==> config.mk <==
export PLATFORM = sky130hd
export DESIGN_NAME = vce2_vec_seq
export DESIGN_NICKNAME = d
export VERILOG_FILES = /design/src/rtl/vce2_vec_seq.sv
export SDC_FILE = /design/constraint.sdc
export NUM_CORES = 1
export LEC_CHECK = 0
export ABC_AREA = 1
export BUFFER_PORTS_ARGS = -buffer_cell sky130_fd_sc_hd__buf_2
export CORE_MARGIN = 5
export CORE_UTILIZATION = 48
export CTS_BUF_LIST = sky130_fd_sc_hd__clkbuf_8
export CTS_CLUSTER_DIAMETER = 100
export CTS_CLUSTER_SIZE = 30
export DETAILED_ROUTE_END_ITERATION = 8
export GPL_ROUTABILITY_DRIVEN = 0
export PLACE_DENSITY = 0.74
export SLEW_MARGIN = 5
export SYNTH_ARGS = -nofsm -noshare
export SYNTH_HDL_FRONTEND = slang
export SYNTH_SLANG_ARGS = --single-unit
==> constraint.sdc <==
create_clock -name clk_i -period 1.4 [get_ports clk_i]
set_clock_uncertainty 0.05 [all_clocks]
set_input_delay 0.07 -clock clk_i [delete_from_list [all_inputs] [get_ports clk_i]]
set_output_delay 0.07 -clock clk_i [all_outputs]
set_load 0.1 [all_outputs]
==> src/rtl/vce2_vec_seq.sv <==
// Vector operation sequencer: walks AGU setup, operand reads,
// execute and write-back for vl 32-bit elements.
module vce2_vec_seq #(
  parameter int unsigned VlWidth = 8
) (
  input  logic               clk_i,
  input  logic               rst_ni,
  input  logic               start_i,
  input  logic [VlWidth-1:0] vl_i,
  input  logic               two_src_i,
  output logic               agu_load_o,
  input  logic               agu_ready_i,
  output logic               get_rs1_o,
  output logic               get_rs2_o,
  output logic               get_rd_o,
  output logic               incr_o,
  output logic               mem_req_o,
  output logic               mem_we_o,
  input  logic               mem_gnt_i,
  input  logic               mem_rvalid_i,
  output logic               opa_we_o,
  output logic               opb_we_o,
  output logic               exec_o,
  input  logic               res_valid_i,
  output logic               busy_o,
  output logic               done_o
);

  typedef enum logic [3:0] {
    IDLE,
    AGU_LD,
    AGU_WAIT,
    RA_REQ,
    RA_WAIT,
    RB_REQ,
    RB_WAIT,
    EXEC_ST,
    EXEC_WAIT,
    WR_REQ,
    WR_WAIT,
    DONE
  } state_e;

  state_e             state_q, state_d;
  logic [VlWidth-1:0] cnt_q, cnt_d;
  logic               src2_q, src2_d;

  always_ff @(posedge clk_i or negedge rst_ni) begin
    if (!rst_ni) begin
      state_q <= IDLE;
      cnt_q   <= '0;
      src2_q  <= 1'b0;
    end else begin
      state_q <= state_d;
      cnt_q   <= cnt_d;
      src2_q  <= src2_d;
    end
  end

  always_comb begin
    state_d    = state_q;
    cnt_d      = cnt_q;
    src2_d     = src2_q;
    agu_load_o = 1'b0;
    get_rs1_o  = 1'b0;
    get_rs2_o  = 1'b0;
    get_rd_o   = 1'b0;
    incr_o     = 1'b0;
    mem_req_o  = 1'b0;
    mem_we_o   = 1'b0;
    opa_we_o   = 1'b0;
    opb_we_o   = 1'b0;
    exec_o     = 1'b0;
    done_o     = 1'b0;
    unique case (state_q)
      IDLE: begin
        if (start_i) begin
          cnt_d   = vl_i;
          src2_d  = two_src_i;
          state_d = (vl_i == '0) ? DONE : AGU_LD;
        end
      end
      AGU_LD: begin
        agu_load_o = 1'b1;
        state_d    = AGU_WAIT;
      end
      AGU_WAIT: begin
        if (agu_ready_i) state_d = RA_REQ;
      end
      RA_REQ: begin
        mem_req_o = 1'b1;
        get_rs1_o = 1'b1;
        incr_o    = mem_gnt_i;
        if (mem_gnt_i) state_d = RA_WAIT;
      end
      RA_WAIT: begin
        opa_we_o = mem_rvalid_i;
        if (mem_rvalid_i) state_d = src2_q ? RB_REQ : EXEC_ST;
      end
      RB_REQ: begin
        mem_req_o = 1'b1;
        get_rs2_o = 1'b1;
        incr_o    = mem_gnt_i;
        if (mem_gnt_i) state_d = RB_WAIT;
      end
      RB_WAIT: begin
        opb_we_o = mem_rvalid_i;
        if (mem_rvalid_i) state_d = EXEC_ST;
      end
      EXEC_ST: begin
        exec_o  = 1'b1;
        state_d = EXEC_WAIT;
      end
      EXEC_WAIT: begin
        if (res_valid_i) state_d = WR_REQ;
      end
      WR_REQ: begin
        mem_req_o = 1'b1;
        mem_we_o  = 1'b1;
        get_rd_o  = 1'b1;
        incr_o    = mem_gnt_i;
        if (mem_gnt_i) state_d = WR_WAIT;
      end
      WR_WAIT: begin
        if (mem_rvalid_i) begin
          cnt_d   = cnt_q - VlWidth'(1);
          state_d = (cnt_q == VlWidth'(1)) ? DONE : RA_REQ;
        end
      end
      DONE: begin
        done_o  = 1'b1;
        state_d = IDLE;
      end
      default: state_d = IDLE;
    endcase
  end

  assign busy_o = (state_q != IDLE);

endmodule

==> results of run 1 <==
## cell families (layout without fill, tap and decap cells)
kind of cell / Yosys count / after routing
adders and majority gates: 2 / 2
muxes: 1 / 1
DFF: 13 / 13
and+or+nand+nor: 110 / 110
AOI/OAI and AO/OA: 18 / 18
buffers and inverters: 29 / 85
## path summary, 6_finish.rpt
kind | start | end | depth (start not counted)
setup reg to reg | state_q[2] | state_q[1] | 9
setup / recovery | state_q[2] | incr_o | 7
min in group asynchronous | rst_ni | src2_q | 2
hold reg to reg | cnt_q[7] | cnt_q[7] | 2
max in group asynchronous | rst_ni | state_q[1] | 2
hold / removal | two_src_i | src2_q | 2
## per-layer routing
layer / GRT usage [%] / vias to the layer above
met4: 16.89 / 0
met2: 45.84 / 99
met5: 0 / -
met1: 27.50 / 699
met3: 3.846 / 40
li1: - / 658
## repair_timing
action	CTS	global route
endpoints found under the setup margin	20	25
buffers inserted	6	5
gates resized for setup	21	45
endpoints found under the hold margin	13	0
hold buffers	1	0
pin swaps	11	20
## layout make-up
cell class | instances | area, um^2 | share of cell area (%)
multi-input cells | 131 | 859.6 | 43.62
repair buffers | 55 | 580.6 | 29.46
flip-flops and latches | 13 | 327.8 | 16.63
inverters | 26 | 122.6 | 6.222
clock buffers | 3 | 41.29 | 2.095
well taps | 28 | 35.03 | 1.778
clock inverters | 1 | 3.754 | 0.1905
## worst max-delay path, stage by stage (launching register included)
cell        delay [ns]
dfrtp_1           0.40
buf_4             0.19
nor2_4            0.19
nand2_4           0.10
nand3_4           0.10
nand2_4           0.06
clkinvlp_4        0.09
buf_12            0.17
## cells in the final DEF (no fill, tap or decap), drive strengths merged
| cell type | count |
|---|---|
| a21oi | 4 |
| a31oi | 1 |
| buf | 54 |
| clkbuf | 3 |
| clkinv | 1 |
| clkinvlp | 2 |
| dfrtp | 13 |
| dlygate4sd3 | 1 |
| ha | 2 |
| inv | 24 |
| mux2 | 1 |
| nand2 | 56 |
| nand3 | 21 |
| nand4 | 1 |
| nor2 | 28 |
| nor3 | 3 |
| o211ai | 2 |
| o21ai | 11 |
| or2 | 1 |
## sequential cells by signal (all words and copies together) (netlist names)
signal / count
cnt_q: 8
state_q: 4
src2_q: 1
## stage by stage
stage | util [%] | hold slack, ns | cell area, um^2 | std cells
2_1_floorplan | - | -0.2756 | 1162 | 173
3_3_place_gp | 73.88 | -0.07174 | 1603 | 241
3_5_place_dp | 73.88 | -0.07326 | 1603 | 241
4_1_cts | 81.66 | 0.006904 | 1772 | 252
5_1_grt | 90.83 | 0.03836 | 1971 | 257
6_report | 90.83 | 0.01917 | 1971 | 257
## power by group
| part | total (uW) | switching [uW] | leakage [uW] | internal, uW |
|---|---|---|---|---|
| Clock | 331 | 137 | 0.0000269 | 194 |
| Combinational | 4220 | 2620 | 0.000802 | 1600 |
| Sequential | 773 | 204 | 0.000157 | 569 |
==> impl_results.md, run 1 <==
* Period utilization at 119.3%
* DP Wirelength at 2743 um
* Critical Path AT at 1.55 ns
* Ys flop type: dfrtp_1
* Pwr dens at 2702 mW/mm^2
* Worst setup path class: flip-flop to primary output
* CTS H-tree lvls at 1
* Status: complete, but fails checks
* Root Buffer: clkbuf_8
* Die Ht at 57.18 um
* Yosys cell types at 22
* Worst Path Required at 1.28 ns
* Final setup violation count at 25
* Layout cells sized above 1 at 51.53%
* HP Class: input port to flip-flop
* Area grow syn2layout at 84.43%
* Num CTS Buffers at 3
* Iteration-0 DRC Markers at 125
* Worst-Margin Slew at 0.3157 ns
* Initial Util at 49.25%
* Fmax at 0.5989 GHz
* Dominant cells by area after synthesis: dfrtp_1 30%, nand2_1 18%, nand3_1 8.9%, nor2_1 8.1%, inv_1 7.4%
* Post-Synth XOR/XNOR Area at 0%
* 1st-pass router iterations at 4
* Post-route met1 wirelength at 1794 um
* Post-route ant nets at 0
* Fin crit period at 1.670 ns
* Post-Synthesis Cells at 173
* WL/cell at 19.50 um
* Post-synthesis mux area share at 1.054%
* TritonCTS clock tree: done
* Internal reg-to-reg setup slack at -0.24 ns
* Final Hold Vio Count at 0
* Core ar. at 0.002170 mm^2
* Full die area at 0.003270 mm^2
* Startpoint Class: flip-flop
* Unrepaired setup endpoints after global routing: yes
* Largest family of logic cells by synthesized area: simple AND/OR/NAND/NOR gates
* Largest net degree at the start of global routing at 14
* CP max FO at 6
* Setup crit end kind: primary output
* Pleak at 0.0009859 uW
* WL final at 5011 um
* PnR worst setup slack at -0.2697 ns
* Nets at 248
* N_diodes at 0
* Yosys reg bits at 13
* DR vias/cell at 5.821
* Simple-Gate Fraction of Synth Area at 45.20%
* Setup TNS Final at -3.886 ns
* Ys Warns at 0
* Final Max Slew Viols at 0
* Syn_nets at 191
* Overall Power at 5325 uW
* Yosys top cell area share at 30.44%
* Highest metal used: met4
* Clock slew at reported path FFs at 0.06 ns
* Clk_lat worst skew at 0.24 ns
* Clock sinks at 13
* Chip width at 57.18 um
* Global-route wire length before repair at 6548 um
* Leading area contributor after synthesis: dfrtp_1
* Adder-Cell Fraction of Synth Area at 2.342%
* EDFF count, synth at 0
* Max Cap Viol at 0
* Met2 WL at 2520 um
* Post-Syn Area per Cell at 6.176 um^2
* Fillers at 92
* Vias in the first global route at 1,474
* Seq/Total Area, Yosys at 30.44%
* Post-synthesis compound-gate area fraction at 9.368%
* Row count at 17
* FFs w/ async S/R, synth at 100.0%
* Failing checks: negative setup slack
* Via count at 1,496
* PortBufs at 27
* Max VDD drop at 2.817 mV
* Relative slew slack at 78.95%
* GRT Util Overall at 25.56%
* DRC Markers at 0
* Antenna violations before repair at 0
* GR Overflow Total at 0
* Post-placement setup slack at -0.07287 ns
* Met3 wire len at 330 um
* Commonest cells in the netlist: 51 x nand2_1, 23 x nor2_1, 21 x inv_1
* I/O pin cnt at 28
* Clock Path Buffers at 2
* Mapped Area at 0.001069 mm^2
* Most frequent cell after synthesis: nand2_1
(Power assumes the default switching activity.)
==> run 2: changes to the inputs <==
Settings changed: BUFFER_PORTS_ARGS -buffer_cell sky130_fd_sc_hd__buf_2 to default, DONT_BUFFER_PORTS from default to 1, PLACE_DENSITY 0.74 to default.
==> run 2 against run 1 <==
The flow finishes with violations (negative hold slack, negative setup slack); routed wire length is 4.3% higher; core utilization is 0.12 points lower; die area stayed put; critical path type unchanged.
==> impl_results.md, run 2 (synthesis results as in run 1) <==
* HP Class: input port to flip-flop (unchanged)
* Post-route ant nets at 0 (unchanged)
* Met2 WL at 2683 um (was 2520 um)
* Setup TNS Final at -4.438 ns (was -3.886 ns)
* Startpoint Class: flip-flop (unchanged)
* Final hold slack at -0.005221 ns (was 0.01917 ns)
* Crit path max-delay family: buffers and inverters (unchanged)
* Post-route met1 wirelength at 1810 um (was 1794 um)
* Leading cell types in the layout, fill and taps excluded: 36 x nand2_1, 24 x buf_4, 18 x inv_1, 14 x nor2_1, 14 x nand3_1 (was 37 x nand2_1, 17 x inv_1, 15 x nor2_1, 15 x nand3_1, 15 x buf_2)
* Root Buffer: clkbuf_8 (unchanged)
* Die Ht at 57.18 um (unchanged)
* GRT Util Overall at 25.76% (was 25.56%)
* Nets at 245 (was 248)
* Cell Chain, Critical Path: inv_2 -> nand2_1 -> buf_4 -> nor3_4 -> buf_12 (was buf_4 -> nor2_4 -> nand2_4 -> nand3_4 -> nand2_4 -> clkinvlp_4 -> buf_12)
* GR Overflow Total at 0 (unchanged)
* WL final at 5226 um (was 5011 um)
* Internal reg-to-reg setup slack at -0.24 ns (about the same)
* Worst stage delay on the critical path at 0.44 ns (was 0.40 ns)
* I/O pin cnt at 28 (unchanged)
* Worst setup path class: flip-flop to primary output (unchanged)
* Unrepaired setup endpoints after global routing: yes (unchanged)
* Number of flip-flops in the largest register at 8 (unchanged)
* Met3 wire len at 391 um (was 330 um)
* DR vias/cell at 5.898 (was 5.821)
* PortBufs at 0 (was 27)
* Vias in the first global route at 1,441 (was 1,474)
* Iteration-0 DRC Markers at 108 (was 125)
* CP startpoint: state_q[0] (was state_q[2])
* Final Hold Vio Count at 1 (was 0)
* Worst-Margin Slew at 0.6424 ns (was 0.3157 ns)
* CTS H-tree lvls at 1 (unchanged)
* Reg-to-reg startpoint: state_q[0] (was state_q[2])
* Highest metal used: met4 (unchanged)
* R2r endpoint: cnt_q[7] (was state_q[1])
* Chip width at 57.18 um (unchanged)
* Initial Util at 49.25% (unchanged)
* Clk_lat worst skew at 0.26 ns (was 0.24 ns)
* N_diodes at 0 (unchanged)
* Final setup violation count at 25 (unchanged)
* Full die area at 0.003270 mm^2 (unchanged)
* Period utilization at 119.0% (was 119.3%)
* Clock Path Buffers at 2 (unchanged)
* Largest regs: cnt_q: 8 flops, state_q: 4 flops, src2_q: 1 flops (unchanged)
* Setup crit end kind: primary output (unchanged)
* TritonCTS clock tree: done (unchanged)
* DRC Markers at 0 (unchanged)
* Via count at 1,498 (was 1,496)
* CP max FO at 6 (unchanged)
* CP Buf/Inv Count at 3 (unchanged)
* PnR worst setup slack at -0.2657 ns (was -0.2697 ns)
* Failing checks: negative hold slack, negative setup slack (was negative setup slack)
* Cell count of the worst reg-to-reg path at 10 (was 9)
* Global-route wire length before repair at 6458 um (was 6548 um)
* Overall Power at 5472 uW (was 5325 uW)
* WL/cell at 20.57 um (was 19.50 um)
* Layout Utilization at 90.72% (was 90.83%)
* Slowest CP cell: dfrtp_1 (unchanged)
* Layout cells sized above 1 at 49.12% (was 51.53%)
* Critical Path End: opb_we_o (was incr_o)
* Antenna violations before repair at 0 (unchanged)
* Status: complete, but fails checks (unchanged)
* Max Cap Viol at 0 (unchanged)
* Biggest register: cnt_q (unchanged)
* Num CTS Buffers at 3 (unchanged)
* Largest net degree at the start of global routing at 14 (unchanged)
* Clock sinks at 13 (unchanged)
* Core ar. at 0.002170 mm^2 (unchanged)
* Crit path depth at 5 (was 7)
* Pwr dens at 2780 mW/mm^2 (was 2702 mW/mm^2)
* DP Wirelength at 2581 um (was 2743 um)
* Relative slew slack at 57.03% (was 78.95%)
* Row count at 17 (unchanged)
* Fin crit period at 1.666 ns (was 1.670 ns)
* Worst Path Required at 1.28 ns (about the same)
* Most common cell after layout, fill and taps aside: nand2_1 (unchanged)
* Final Max Slew Viols at 0 (unchanged)
* Pleak at 0.0009911 uW (was 0.0009859 uW)
* 1st-pass router iterations at 4 (unchanged)
* Area grow syn2layout at 84.19% (was 84.43%)
* Critical Path AT at 1.55 ns (about the same)
* Clock slew at reported path FFs at 0.07 ns (was 0.06 ns)
* Max VDD drop at 3.013 mV (was 2.817 mV)
* Fmax at 0.6003 GHz (was 0.5989 GHz)
[run 2: cell count changes in the layout (fill, tap and decap cells not counted), moves of 2 or more]
cell           change
buf_2             -14
buf_4             +11
buf_6              -5
dlygate4sd3_1      +4
nand2_2            +3
nand2_4            -2
o21ai_0            +2
o21ai_2            -2
[run 2: through the flow]
step           cells  setup slack [ns]  instance area (um^2)
5_1_grt          254           -0.3118                  1968
4_1_cts          245           -0.1350                  1792
6_report         254           -0.2657                  1968
2_1_floorplan    173           -0.3645                  1162
3_3_place_gp     230          -0.07172                  1520
3_5_place_dp     230           -0.1013                  1520
[run 2: report_power, final]
| group | internal (uW) | switching (uW) | total [uW] | leakage, uW |
|---|---|---|---|---|
| clock network | 195 | 178 | 373 | 0.0000269 |
| registers | 569 | 257 | 826 | 0.000156 |
| logic | 1670 | 2600 | 4270 | 0.000808 |
[run 2: area by class of cell]
type	instances	area (um^2)
Timing Repair Buffer	52	596.8
Fill cell	99	201.4
Sequential cell	13	329.1
Tap cell	28	35.03
Multi-Input combinational cell	131	849.6
Clock inverter	1	3.754
Clock buffer	3	41.29
Inverter	26	112.6
[run 2: how the worst min path moves through the flow]
stage / to / start / slack, ns / depth (start not counted)
3_3_place_gp: cnt_q[0] / rst_ni / -0.28 / 0
5_1_grt: cnt_q[0] / vl_i[0] / 0.02 / 4
2_1_floorplan: cnt_q[0] / rst_ni / -0.28 / 0
4_1_cts: cnt_q[5] / vl_i[5] / 0.003 / 2
6_report: cnt_q[0] / vl_i[0] / -0.005 / 4
3_5_place_dp: cnt_q[1] / rst_ni / -0.28 / 0
[run 2: per-layer routing]
metal | vias up | track usage, %
met5 | - | 0
met4 | 0 | 19.21
met3 | 35 | 3.167
met2 | 105 | 47.80
met1 | 706 | 25.87
li1 | 652 | -
[run 2: worst register-to-register path: cells and delay by family, from the launching register on]
family	cells	cell delay (ns)
flops	1	0.44
buf+inv	3	0.39
simple gates	6	0.63
compound gates	1	0.08
[run 2: what timing repair did]
item / CTS / global route
gates cloned: 0 / 1
endpoints found under the hold margin: 17 / 0
endpoints found under the setup margin: 24 / 25
pin swaps: 12 / 14
resized for setup: 31 / 29
setup buffers: 6 / 8
hold buffers: 5 / 0
==> run 3: changes to the inputs <==
Settings changed: CAP_MARGIN from default to 20, CORE_ASPECT_RATIO from default to 1.5.
==> run 3 against run 2 <==
The flow now stops in 5_1_grt; synthesized cell count did not move; synthesized area did not move.
==> impl_results.md, run 3 <==
* Placed cell area at 0.001514 mm^2 (was 0.001520 mm^2)
* Clock sinks at 13 (unchanged)
* Yosys top cell area share at 30.44% (unchanged)
* Yosys reg bits at 13 (unchanged)
* Clock Path Buffers at 2 (unchanged)
* Seq/Total Area, Yosys at 30.44% (unchanged)
* First Error: [ERROR DPL-0033] detailed placement checks failed during check placement.
* DP Wirelength at 2838 um (was 2581 um)
* Last stage: 5_1_grt
* Leading area contributor after synthesis: dfrtp_1 (unchanged)
* Initial Util at 49.00% (was 49.25%)
* Root Buffer: clkbuf_8 (unchanged)
* Syn_nets at 191 (unchanged)
* Worst_ep grt: incr_o
* Largest net degree at the start of global routing at 14
* Most frequent cell after synthesis: nand2_1 (unchanged)
* Mapped Area at 0.001069 mm^2 (unchanged)
* Post-Syn Area per Cell at 6.176 um^2 (unchanged)
* Antenna violations before repair at 0
* Ys Warns at 0 (unchanged)
* Commonest cells in the netlist: 51 x nand2_1, 23 x nor2_1, 21 x inv_1 (unchanged)
* Yosys cell types at 22 (unchanged)
* Num CTS Buffers at 3 (unchanged)
* CTS H-tree lvls at 1 (unchanged)
* Worst End Pin Type: output port
* EDFF count, synth at 0 (unchanged)
* Ys flop type: dfrtp_1 (unchanged)
* I/O pin cnt at 28 (unchanged)
* PortBufs at 0 (unchanged)
* FFs w/ async S/R, synth at 100.0% (unchanged)
* Post-Synthesis Cells at 173 (unchanged)
* Die Ht at 67.79 um (was 57.18 um)
* Status: stopped before the end (was complete, but fails checks)
* Chip width at 48.53 um (was 57.18 um)
* Row count at 21 (was 17)
* Dominant cells by area after synthesis: dfrtp_1 30%, nand2_1 18%, nand3_1 8.9%, nor2_1 8.1%, inv_1 7.4% (unchanged)
==> run 3: cell counts after synthesis <==
No cell type changed its count.
==> run 3: cells by family after synthesis <==
group / count (synthesis) / synth area share (%)
AO/OA/AOI/OAI: 18 / 9.367
adder cells (fa/ha/maj): 2 / 2.342
buffers and inverters: 29 / 11.59
flip-flops: 13 / 30.44
multiplexers: 1 / 1.054
AND/OR/NAND/NOR: 110 / 45.20
==> run 3: stage by stage <==
step	instances	setup WS, ns	setup TNS, ns	hold slack [ns]
2_1_floorplan	173	-0.3645	-2.150	-0.2756
3_3_place_gp	225	-0.06585	-0.2342	-0.2753
3_5_place_dp	225	-0.1065	-0.4962	-0.2752
4_1_cts	248	-0.1412	-1.893	0.007103
==> run 3: repair_timing <==
action / in CTS
gates cloned: 1
endpoints found under the setup margin: 23
buffers inserted: 13
hold buffers: 5
gates resized for setup: 47
pin swaps: 10
hold endpoints to repair: 17
==> run 4: changes to the inputs <==
Settings changed: CORE_AREA from default to 5 5 66 68, CORE_ASPECT_RATIO 1.5 to default, CORE_MARGIN 5 to default, CORE_UTILIZATION 48 to default, CTS_BUF_LIST sky130_fd_sc_hd__clkbuf_8 to default, CTS_CLUSTER_DIAMETER 100 to default, CTS_CLUSTER_SIZE 30 to default, DIE_AREA from default to 0 0 71 73, PLACE_DENSITY_LB_ADDON from default to 0.15.
==> run 4 against run 3 <==
The flow now finishes, with violations (negative setup slack).
==> impl_results.md, run 4 (synthesis results as in run 1) <==
* Comb power frac at 79.4%
* Leading cell types in the layout, fill and taps excluded: 39 x nand2_1, 21 x buf_4, 15 x inv_1, 15 x nand3_1
* Largest regs: cnt_q: 8 flops, state_q: 4 flops, src2_q: 1 flops
* WL final at 3809 um
* PortBufs at 0 (unchanged)
* Clock slew at reported path FFs at 0.06 ns
* Clock sinks at 13 (unchanged)
* Clock Path Buffers at 2 (unchanged)
* Period utilization at 114.2%
* CTS H-tree lvls at 1 (unchanged)
* Chip width at 71 um (was 48.53 um)
* Worst setup path class: flip-flop to primary output
* Fin crit period at 1.599 ns
* Final Max Slew Viols at 0
* DRC Markers at 0
* Pleak at 0.001006 uW
* 1st-pass router iterations at 4
* Int Power at 2585 uW
* Most common cell after layout, fill and taps aside: nand2_1
* Nets at 247
* Area grow syn2layout at 94.85%
* Power share of the clock group at 6.3%
* Max Cap Viol at 0
* Critical Path AT at 1.48 ns
* Iteration-0 DRC Markers at 68
* Num CTS Buffers at 3 (unchanged)
* Final Hold Vio Count at 0
* Worst stage delay on the critical path at 0.44 ns
* Biggest register: cnt_q
* Post-route ant nets at 0
* I/O pin cnt at 28 (unchanged)
* Pwr dens at 2586 mW/mm^2
* Status: complete, but fails checks (was stopped before the end)
* Worst Path Required at 1.28 ns
* Max VDD drop at 1.957 mV
* Via count at 1,296
* Slowest CP cell: dfrtp_2
* Layout Utilization at 54.81%
* Die Ht at 73 um (was 67.79 um)
* Clk_lat worst skew at 0.24 ns
* Worst-Margin Slew at 0.6385 ns
* Overall Power at 5384 uW
* Startpoint Class: flip-flop
* Core ar. at 0.003799 mm^2
* CP max FO at 3
* GR Overflow Total at 0
* Number of flip-flops in the largest register at 8
* Placed cell area at 0.001588 mm^2 (was 0.001514 mm^2)
* Switch share at 51.99%
* DR vias/cell at 4.662
* N_diodes at 0
* GRT Util Overall at 15.54%
* Failing checks: negative setup slack
* Row count at 23 (was 21)
* Relative slew slack at 57.29%
* Final instance area at 0.002082 mm^2
* Post-placement setup slack at -0.05227 ns (was -0.1065 ns)
* Final setup violation count at 21
* Unrepaired setup endpoints after global routing: yes
* Cell mode on critical path: nand2_4
* Layout cells sized above 1 at 48.25%
* Initial Util at 28.13% (was 49.00%)
* Global-route wire length before repair at 6368 um
* Psw at 2799 uW
* Cell Chain, Critical Path: buf_6 -> nor2_4 -> nand2_4 -> nand3_4 -> nand2_4 -> clkinvlp_4 -> buf_12
* Seq pwr share at 14.3%
* Vias in the first global route at 1,397
* DP Wirelength at 2747 um (was 2838 um)
* Antenna violations before repair at 0
* TritonCTS clock tree: done
* Largest net degree at the start of global routing at 14
* Setup crit end kind: primary output
* Fillers at 362
* WL/cell at 13.70 um
* Full die area at 0.005183 mm^2
* Final hold slack at 0.01877 ns
* Fmax at 0.6253 GHz
* HP Class: input port to flip-flop
* Internal reg-to-reg setup slack at -0.13 ns
* Root Buffer: clkbuf_8 (unchanged)
* PnR worst setup slack at -0.1992 ns
[run 4: stage by stage]
step	std cells	TNS, ns
global placement	254	-0.1101
global route	278	-3.589
floorplan	173	-2.150
detailed placement	254	-0.1699
finish	278	-2.058
CTS	273	-1.829
[run 4: final timing paths]
path / endpoint / startpoint / cells past startpoint
max: incr_o / state_q[1] / 7
max reg2reg: state_q[3] / state_q[3] / 10
max in group asynchronous: state_q[3] / rst_ni / 1
min in group asynchronous: cnt_q[3] / rst_ni / 1
min reg2reg: cnt_q[4] / cnt_q[4] / 2
min: cnt_q[0] / vl_i[0] / 4
[run 4: timing repair]
item	CTS	global route
setup buffers	8	6
endpoints found under the hold margin	19	0
gates resized for setup	40	35
pin swaps	15	17
endpoints found under the setup margin	23	25
hold buffers	7	0
gates cloned	0	0
[run 4: layout make-up]
| class | instances | area (um^2) | area share (%) |
|---|---|---|---|
| flip-flops and latches | 13 | 329.1 | 15.81 |
| repair buffers | 54 | 643.1 | 30.89 |
| multi-input cells | 131 | 874.6 | 42.01 |
| well taps | 50 | 62.56 | 3.005 |
| inverters | 26 | 127.6 | 6.130 |
| clock buffers | 4 | 45.04 | 2.163 |
[run 4: power groups by stage]
stage	Combinational [uW]	Clock, uW	Sequential (uW)
floorplan	2090	0	736
global placement	3240	0	737
detailed placement	3250	0	746
CTS	3880	347	745
global route	4580	361	796
finish	4280	337	771
[run 4: per-layer routing]
| layer | wire length (um) | track usage, % |
|---|---|---|
| met5 | 0 | 0 |
| met4 | 92 | 7.724 |
| met3 | 159 | 2.893 |
| met2 | 1983 | 27.09 |
| met1 | 1574 | 18.27 |
[run 4: worst max-delay path: cells and delay by family (launching register included)]
| kind | cells | cell delay (ns) |
|---|---|---|
| buf+inv | 3 | 0.36 |
| flops | 1 | 0.44 |
| simple gates | 4 | 0.43 |
